**src/rtl/rc4_pkg.sv**
```systemverilog
// Shared RC4 definitions: S-box depth and the init-loop state encoding.
package rc4_pkg;
  localparam int MEM_DEPTH = 256;

  typedef enum logic [1:0] {
    IDLE  = 2'd0,
    WRITE = 2'd1,
    DONE  = 2'd2
  } state_t;
endpackage

```
**src/rtl/task1_s_init.sv**
```systemverilog
// RC4 KSA init loop: on start, writes S[i] = i for every entry, then pulses fin_strobe.
module task1_s_init
  import rc4_pkg::*;
#(
  parameter int MEM_DEPTH = rc4_pkg::MEM_DEPTH
) (
  input  logic       clk,
  input  logic       rst,
  input  logic       start,
  output logic [7:0] address,
  output logic [7:0] data,
  output logic       wr_en,
  output logic       task_on,
  output logic       fin_strobe
);

  localparam logic [7:0] LAST = 8'(MEM_DEPTH - 1);

  state_t     state, state_nxt;
  logic [7:0] i, i_nxt;

  always_ff @(posedge clk or negedge rst) begin
    if (!rst) begin
      state <= IDLE;
      i     <= '0;
    end else begin
      state <= state_nxt;
      i     <= i_nxt;
    end
  end

  // Outputs are a pure decode of the state register and counter, so they
  // follow reset immediately and wr_en only rises in WRITE.
  always_comb begin
    state_nxt  = state;
    i_nxt      = i;
    address    = '0;
    data       = '0;
    wr_en      = 1'b0;
    task_on    = 1'b0;
    fin_strobe = 1'b0;
    case (state)
      IDLE: begin
        if (start) begin
          state_nxt = WRITE;
          i_nxt     = '0;
        end
      end
      WRITE: begin
        address = i;
        data    = i;
        wr_en   = 1'b1;
        task_on = 1'b1;
        if (i == LAST) begin
          state_nxt = DONE;
          i_nxt     = '0;
        end else begin
          i_nxt = i + 8'd1;
        end
      end
      DONE: begin
        task_on    = 1'b1;
        fin_strobe = 1'b1;
        state_nxt  = IDLE;
      end
      default: state_nxt = IDLE;
    endcase
  end

endmodule

```
**config.mk**
```make
export PLATFORM = sky130hd
export DESIGN_NAME = task1_s_init
export DESIGN_NICKNAME = d
export VERILOG_FILES = /design/src/rtl/rc4_pkg.sv /design/src/rtl/task1_s_init.sv
export SDC_FILE = /design/constraint.sdc
export NUM_CORES = 1
export LEC_CHECK = 0
export CORE_UTILIZATION = 45
export CTS_BUF_LIST = sky130_fd_sc_hd__clkbuf_16
export CTS_CLUSTER_SIZE = 28
export DETAILED_ROUTE_END_ITERATION = 10
export PLACE_DENSITY = 0.86
export SYNTH_ARGS = -nofsm -noshare
export SYNTH_HDL_FRONTEND = slang
export SYNTH_SLANG_ARGS = --single-unit
```
**constraint.sdc**
```tcl
create_clock -name clk -period 1.7 [get_ports clk]
set_input_delay 0.425 -clock clk [delete_from_list [all_inputs] [get_ports clk]]
set_output_delay 0.425 -clock clk [all_outputs]
set_load 0.01 [all_outputs]
```
==> summary.md, run 1 <==
| Metric | Value |
|---|---|
| CP dominant cell by count | `buf_6` |
| 1st-iter DRT viols | `33` |
| CP max stage cell | `dfrtp_1` |
| Routability cong. | `around 0.76` |
| Largest net degree at the start of global routing | `11` |
| Pins Over Slew Limit | `0` |
| Fraction of layout cells with a size suffix above 1 | `approximately half` |
| Synth area leaders | `dfrtp_1 (35%), buf_4 (9.5%), ha_1 (7.0%), and2_1 (6.2%), nand2_1 (4.7%)` |
| I/O pin total | `22` |
| Synth Register Bits | `10` |
| Area Growth Syn to Fin | `53.6%` |
| Cells after synthesis | `76` |
| CP max stage delay | `0.41 ns` |
| Placed instance area | `977 um^2` |
| Sequential area share after synthesis | `35.1%` |
| Top cells by count, synth | `dfrtp_1 (10), buf_4 (9), nand2_1 (9), and2_1 (7)` |
| Avg Cell Area, Syn | `9.37 um^2` |
| Post-synth EDFFs | `0` |
| WL/cell | `17.2 um` |
| Run status | `finished with violations` |
| Slew HR | `68.5%` |
| Critical-path cell list | `ha_4 > buf_6 > buf_6 > and2_4 > buf_6` |
| Clock Sinks | `10` |
| Period utilization | `102%` |
| Drc violations | `0` |
| Core Rows | `13` |
| Worst EP arrival | `roughly 1.3 ns` |
| Post-DP HPWL | `approximately 1200 um` |
| Vias in the first global route | `about 700` |
| Reg area | `250 um^2` |
| Post-Syn Area | `slightly above 700 um^2` |
| Worst-Margin Slew | `0.471 ns` |
| Area of the multi-input gates | `434 um^2` |
| Placed cell count | `116` |
| Final Power | `roughly 1.8 mW` |
| Fin nets | `118` |
| Post-synth top area cell | `dfrtp_1` |
| Top-count cell post-synth | `dfrtp_1` |
| Final setup fails | `3` |
| Share of synthesized registers carrying an async set or reset | `100%` |
| Initial antenna violation count | `0` |
| YS warnings | `0` |
| Initial Utilization | `51.5%` |
| CTS tree | `done` |
| Worst VDD drop | `1210 uV` |
| Port bufs | `21` |
| Antenna cells | `0` |
| Core footprint | `1380 um^2` |
| Failing checks | `setup timing` |
| Vias per cell | `6.02` |
| Clk root buf | `clkbuf_16` |
| Wirelength, routed | `roughly 2200 um` |
| Die outline area | `1750 um^2` |
| Crit Path Max Fanout | `4` |
| Pwr/cell area | `1680 nW/um^2` |
| CTS Hold Bufs | `0` |
| CTS clk-pin slew, worst paths | `0.04 ns` |
| Layout Skew | `0.00144 ns` |
| Worst Setup Start Kind | `flop` |
| Worst setup path start | `state[0]$_DFFE_PN0P_` |
| Max Clk Rate | `579 MHz` |
| Net Count, Synth | `83` |
| Max-cap violation count | `0` |
| DRT antenna net count | `0` |
| Die height | `41.8 um` |
| Clk buf depth | `2` |
| Ys flop type | `dfrtp_1` |
| Crit path kind | `reg2out` |
| Fin crit period | `1.73 ns` |
| Grt ovf | `0` |
| Worst Path Required | `about 1.3 ns` |
| RSZ-0062 raised after global routing | `yes` |
| Leakage Power | `0.540 nW` |
| Number of fill cells | `85` |
| Non-filler instance count after layout | `~130` |
| Total CTS buffers | `3` |
| Hold Crit Class | `in2async` |
| Via count | `752` |
| Die Wd | `41.8 um` |
| Final Hold Viols | `0` |
| CP endpoint kind | `primary output` |
| # H-tree levels | `1` |
| Final Cell Area | `roughly 1100 um^2` |
| Later-pin clock latency in the skew report | `0.24 ns` |
| GRT Util Overall | `24.7%` |
| Setup ws final | `-0.0280 ns` |
| Global-route wire length before repair | `3220 um` |
| Reg2Reg Setup Slack | `~0.030 ns` |
| Setup WS pre-CTS | `-0.177 ns` |
| Worst r2r src | `state[1]$_DFFE_PN0P_` |
| Initial DRT Pass Iterations | `4` |
| Post-synth cell types | `32` |
| Area fraction of the dominant cell type after synthesis | `a little over a third` |
-- final timing paths --
kind	to	cells past startpoint
worst max-delay path	address[0]	5
worst min-delay path	state[1]$_DFFE_PN0P_	1
worst max register to register	i[5]$_DFFE_PN0P_	8
worst min register to register	i[7]$_DFFE_PN0P_	1
max in group asynchronous	i[7]$_DFFE_PN0P_	1
min in group clk	i[7]$_DFFE_PN0P_	1
-- state kept, by name (all words and copies together), names as in the netlist --
register	flops
i	8
state	2
-- where the power goes --
group / total [mW] / switching, mW / internal [mW]
Sequential: 0.363 / 0.0602 / 0.303
Clock: 0.420 / 0.112 / 0.309
Combinational: 1.05 / 0.506 / 0.545
-- critical path, delay by kind of cell (launching register included) --
| kind | cells | cell delay, ns |
|---|---|---|
| adders and majority gates | 1 | 0.18 |
| buffers and inverters | 3 | 0.34 |
| DFF | 1 | 0.41 |
| and+or+nand+nor | 1 | 0.14 |
-- logic make-up after synthesis --
logic type	synth area share, %
AOI/OAI and AO/OA	17.4
adders and majority gates	7.03
buffers and inverters	11.6
DFF	35.1
muxes	2.81
and+or+nand+nor	26.0
-- cells in the final DEF, fill, tap and decap left out, types with 2 or more instances in the layout --
cell type / synthesis / layout
buf_2: 0 / 10
nand2_1: 9 / 9
clkbuf_2: 0 / 5
and4_1: 2 / 2
ha_4: 0 / 2
a21oi_1: 4 / 3
and2_4: 0 / 3
clkbuf_16: 0 / 3
a21o_1: 2 / 2
and2_1: 7 / 5
nor2_1: 2 / 2
dfrtp_1: 10 / 10
buf_4: 9 / 15
nand2b_1: 2 / 2
buf_6: 0 / 7
clkdlybuf4s50_1: 0 / 2
-- through the flow --
stage	util [%]	hold WS [ns]	TNS (ns)
6_report	79.1	0.515	-0.0685
5_1_grt	79.1	0.574	-0.149
4_1_cts	77.2	0.539	-0.518
3_5_place_dp	70.7	0.537	-2.87
3_3_place_gp	70.7	0.539	-2.09
2_1_floorplan	-	0.129	0
-- layer usage --
layer	part of all wire, %	GRT usage, %
met1	36	25.4
met2	53	45.6
met3	6.3	3.48
met5	0	0
met4	4.4	16.1
-- final cells by class --
cell class	count	share of cell area [%]
sequential	10	22.9
inverter	3	1.26
timing repair buffer	40	27.2
multi-input combinational	53	39.7
clock inverter	1	0.343
tap	15	1.72
clock buffer	3	6.86
-- timing repair --
item                                    in CTS  in global routing
pin swaps                                    3                  2
buffers inserted                             7                  1
gates cloned                                 1                  0
resized for setup                           72                 21
endpoints found under the setup margin      21                 18
No activity file was read; power rests on OpenSTA's default activity.
==> inputs of run 2 (changes only) <==
- CTS_CLUSTER_SIZE: 28 -> 8
==> results of run 2 <==
No change in the layout: final DEF, timing and power equal those of run 1.
==> inputs of run 3 (changes only) <==
- PLACE_DENSITY: 0.86 -> 0.88
- TNS_END_PERCENT: unset -> 20
==> run 3 against run 2 <==
  * The run still ends with setup timing left
  * Die area unchanged
  * Critical path depth up 4
  * Sequential power up 1%
  * Sequential cell count is the same
  * Final cell count decreased by 1.6%
  * Power is 8.7% lower
  * Via count is 9.8% lower
  * Clock power about the same
  * Setup slack got worse by 0.011 ns
  * Non-clock buffer count shrank 2
  * Critical path type is now reg2reg
==> summary.md, run 3 (synthesis results as in run 1) <==
| Metric | Value |
|---|---|
| Core Rows | `13 (unchanged)` |
| Core footprint | `1380 um^2 (unchanged)` |
| Crit Path Max Fanout | `7 (was 4)` |
| Die height | `41.8 um (unchanged)` |
| CTS Hold Bufs | `0 (unchanged)` |
| Later-pin clock latency in the skew report | `0.24 ns (about the same)` |
| Vias in the first global route | `681 (was 709)` |
| Worst VDD drop | `1070 uV (was 1210 uV)` |
| WL/cell | `16.4 um (was 17.2 um)` |
| Slew HR | `66.0% (was 68.5%)` |
| Period utilization | `102% (about the same)` |
| Worst Path Required | `1.88 ns (was 1.27 ns)` |
| Worst R2R Path Depth | `9 (was 8)` |
| Largest Register | `i (unchanged)` |
| Pwr/cell area | `1610 nW/um^2 (was 1680 nW/um^2)` |
| Antenna cells | `0 (unchanged)` |
| Clk buf depth | `2 (unchanged)` |
| Post-DP HPWL | `1270 um (was 1190 um)` |
| Max-cap violation count | `0 (unchanged)` |
| Total CTS buffers | `3 (unchanged)` |
| RR Endpoint | `i[3]$_DFFE_PN0P_ (was i[5]$_DFFE_PN0P_)` |
| Layout Skew | `0.00113 ns (was 0.00144 ns)` |
| Worst-Margin Slew | `0.509 ns (was 0.471 ns)` |
| Die Wd | `41.8 um (unchanged)` |
| Worst Setup Start Kind | `flop (unchanged)` |
| Most common cell after layout, fill and taps aside | `buf_4 (unchanged)` |
| Initial Utilization | `51.5% (unchanged)` |
| Largest net degree at the start of global routing | `11 (unchanged)` |
| Max Clk Rate | `575 MHz (was 579 MHz)` |
| Worst r2r src | `state[1]$_DFFE_PN0P_ (unchanged)` |
| Via count | `678 (was 752)` |
| Clk root buf | `clkbuf_16 (unchanged)` |
| RSZ-0062 raised after global routing | `yes (unchanged)` |
| Run status | `finished with violations (unchanged)` |
| CP endpoint kind | `flop (was primary output)` |
| Leakage Power | `0.523 nW (was 0.540 nW)` |
| Failing checks | `setup timing (unchanged)` |
| I/O pin total | `22 (unchanged)` |
| GRT Util Overall | `25.6% (was 24.7%)` |
| CTS tree | `done (unchanged)` |
| Grt ovf | `0 (unchanged)` |
| Port bufs | `21 (unchanged)` |
| CTS clk-pin slew, worst paths | `0.04 ns (about the same)` |
| # H-tree levels | `1 (unchanged)` |
| Die outline area | `1750 um^2 (unchanged)` |
| Commonest cells after routing, fill and taps aside | `buf_4 (15), clkbuf_2 (12), dfrtp_1 (10) (was buf_4 (15), buf_2 (10), dfrtp_1 (10))` |
| Setup ws final | `-0.0388 ns (was -0.0280 ns)` |
| Initial antenna violation count | `0 (unchanged)` |
| Hold Crit Class | `in2async (unchanged)` |
| Initial DRT Pass Iterations | `4 (unchanged)` |
| Crit path kind | `reg2reg (was reg2out)` |
| Global-route wire length before repair | `3260 um (was 3220 um)` |
| Largest register FFs | `8 (unchanged)` |
| Fraction of layout cells with a size suffix above 1 | `45.4% (was 51.8%)` |
| Routability cong. | `0.753 (was 0.758)` |
| Fin nets | `116 (was 118)` |
| Non-filler instance count after layout | `123 (was 125)` |
| Reg2Reg Setup Slack | `-0.04 ns (was 0.03 ns)` |
| 1st-iter DRT viols | `13 (was 33)` |
| Fin crit period | `1.74 ns (was 1.73 ns)` |
| Area Growth Syn to Fin | `46.2% (was 53.6%)` |
| Vias per cell | `5.51 (was 6.02)` |
| Final Hold Viols | `0 (unchanged)` |
| Final Power | `1.68 mW (was 1.83 mW)` |
| Clock Sinks | `10 (unchanged)` |
| Wirelength, routed | `2020 um (was 2150 um)` |
| Placed cell count | `118 (was 116)` |
| DRT antenna net count | `0 (unchanged)` |
| Pins Over Slew Limit | `0 (unchanged)` |
| Drc violations | `0 (unchanged)` |
| Biggest regs | `i: 8 flops, state: 2 flops (unchanged)` |
| Final setup fails | `1 (was 3)` |
| Worst EP arrival | `1.91 ns (was 1.30 ns)` |
run 3: how the worst max path moves through the flow:
stage | start | depth (start not counted) | slack [ns] | end
4_1_cts | state[0]$_DFFE_PN0P_ | 4 | -0.12 | data[5]
2_1_floorplan | state[1]$_DFFE_PN0P_ | 5 | 0.05 | data[4]
6_report | state[1]$_DFFE_PN0P_ | 9 | -0.04 | i[3]$_DFFE_PN0P_
3_5_place_dp | state[1]$_DFFE_PN0P_ | 4 | -0.17 | data[7]
5_1_grt | state[1]$_DFFE_PN0P_ | 9 | -0.10 | i[3]$_DFFE_PN0P_
3_3_place_gp | state[1]$_DFFE_PN0P_ | 4 | -0.11 | data[2]
run 3: routing by layer:
metal | GRT usage, % | share of wire (%) | routed length (um)
met3 | 6.52 | 5.2 | 106
met4 | 17.4 | 1.8 | 37
met5 | 0 | 0 | 0
met1 | 27.8 | 41 | 830
met2 | 43.1 | 52 | 1050
run 3: power by group:
group	switching (mW)	internal (mW)
logic	0.438	0.450
registers	0.0653	0.303
clock network	0.112	0.308
run 3: cell type report:
type / count / area (um^2)
multi-input combinational: 53 / 403
clock inverter: 1 / 3.75
sequential: 10 / 250
fill: 102 / 342
tap: 15 / 18.8
clock buffer: 3 / 75.1
inverter: 3 / 11.3
timing repair buffer: 38 / 279
run 3: what timing repair did:
action,4_1_cts,5_1_grt
gates resized for setup,43,27
setup endpoints to repair,21,23
pin swaps,3,2
setup buffers,1,0
run 3: per-stage QoR:
step | util, % | worst slack (ns) | hold WS, ns | TNS, ns | area, um^2
after detailed placement | 71.8 | -0.174 | 0.534 | -2.66 | 992
final | 75.3 | -0.0388 | 0.530 | -0.0388 | 1040
after global routing | 75.3 | -0.104 | 0.576 | -0.390 | 1040
after global placement | 71.8 | -0.109 | 0.532 | -1.88 | 992
after CTS | 78.3 | -0.121 | 0.537 | -0.385 | 1080
after floorplan | - | 0.0528 | 0.129 | 0 | 716
run 3: critical path, cell delays in order (launching register included):
cell     delay [ns]
dfrtp_1        0.38
inv_2          0.08
ha_4           0.16
buf_6          0.12
buf_6          0.10
mux2i_1        0.06
buf_4          0.16
or3_4          0.36
a21oi_2        0.14
a21o_1         0.10
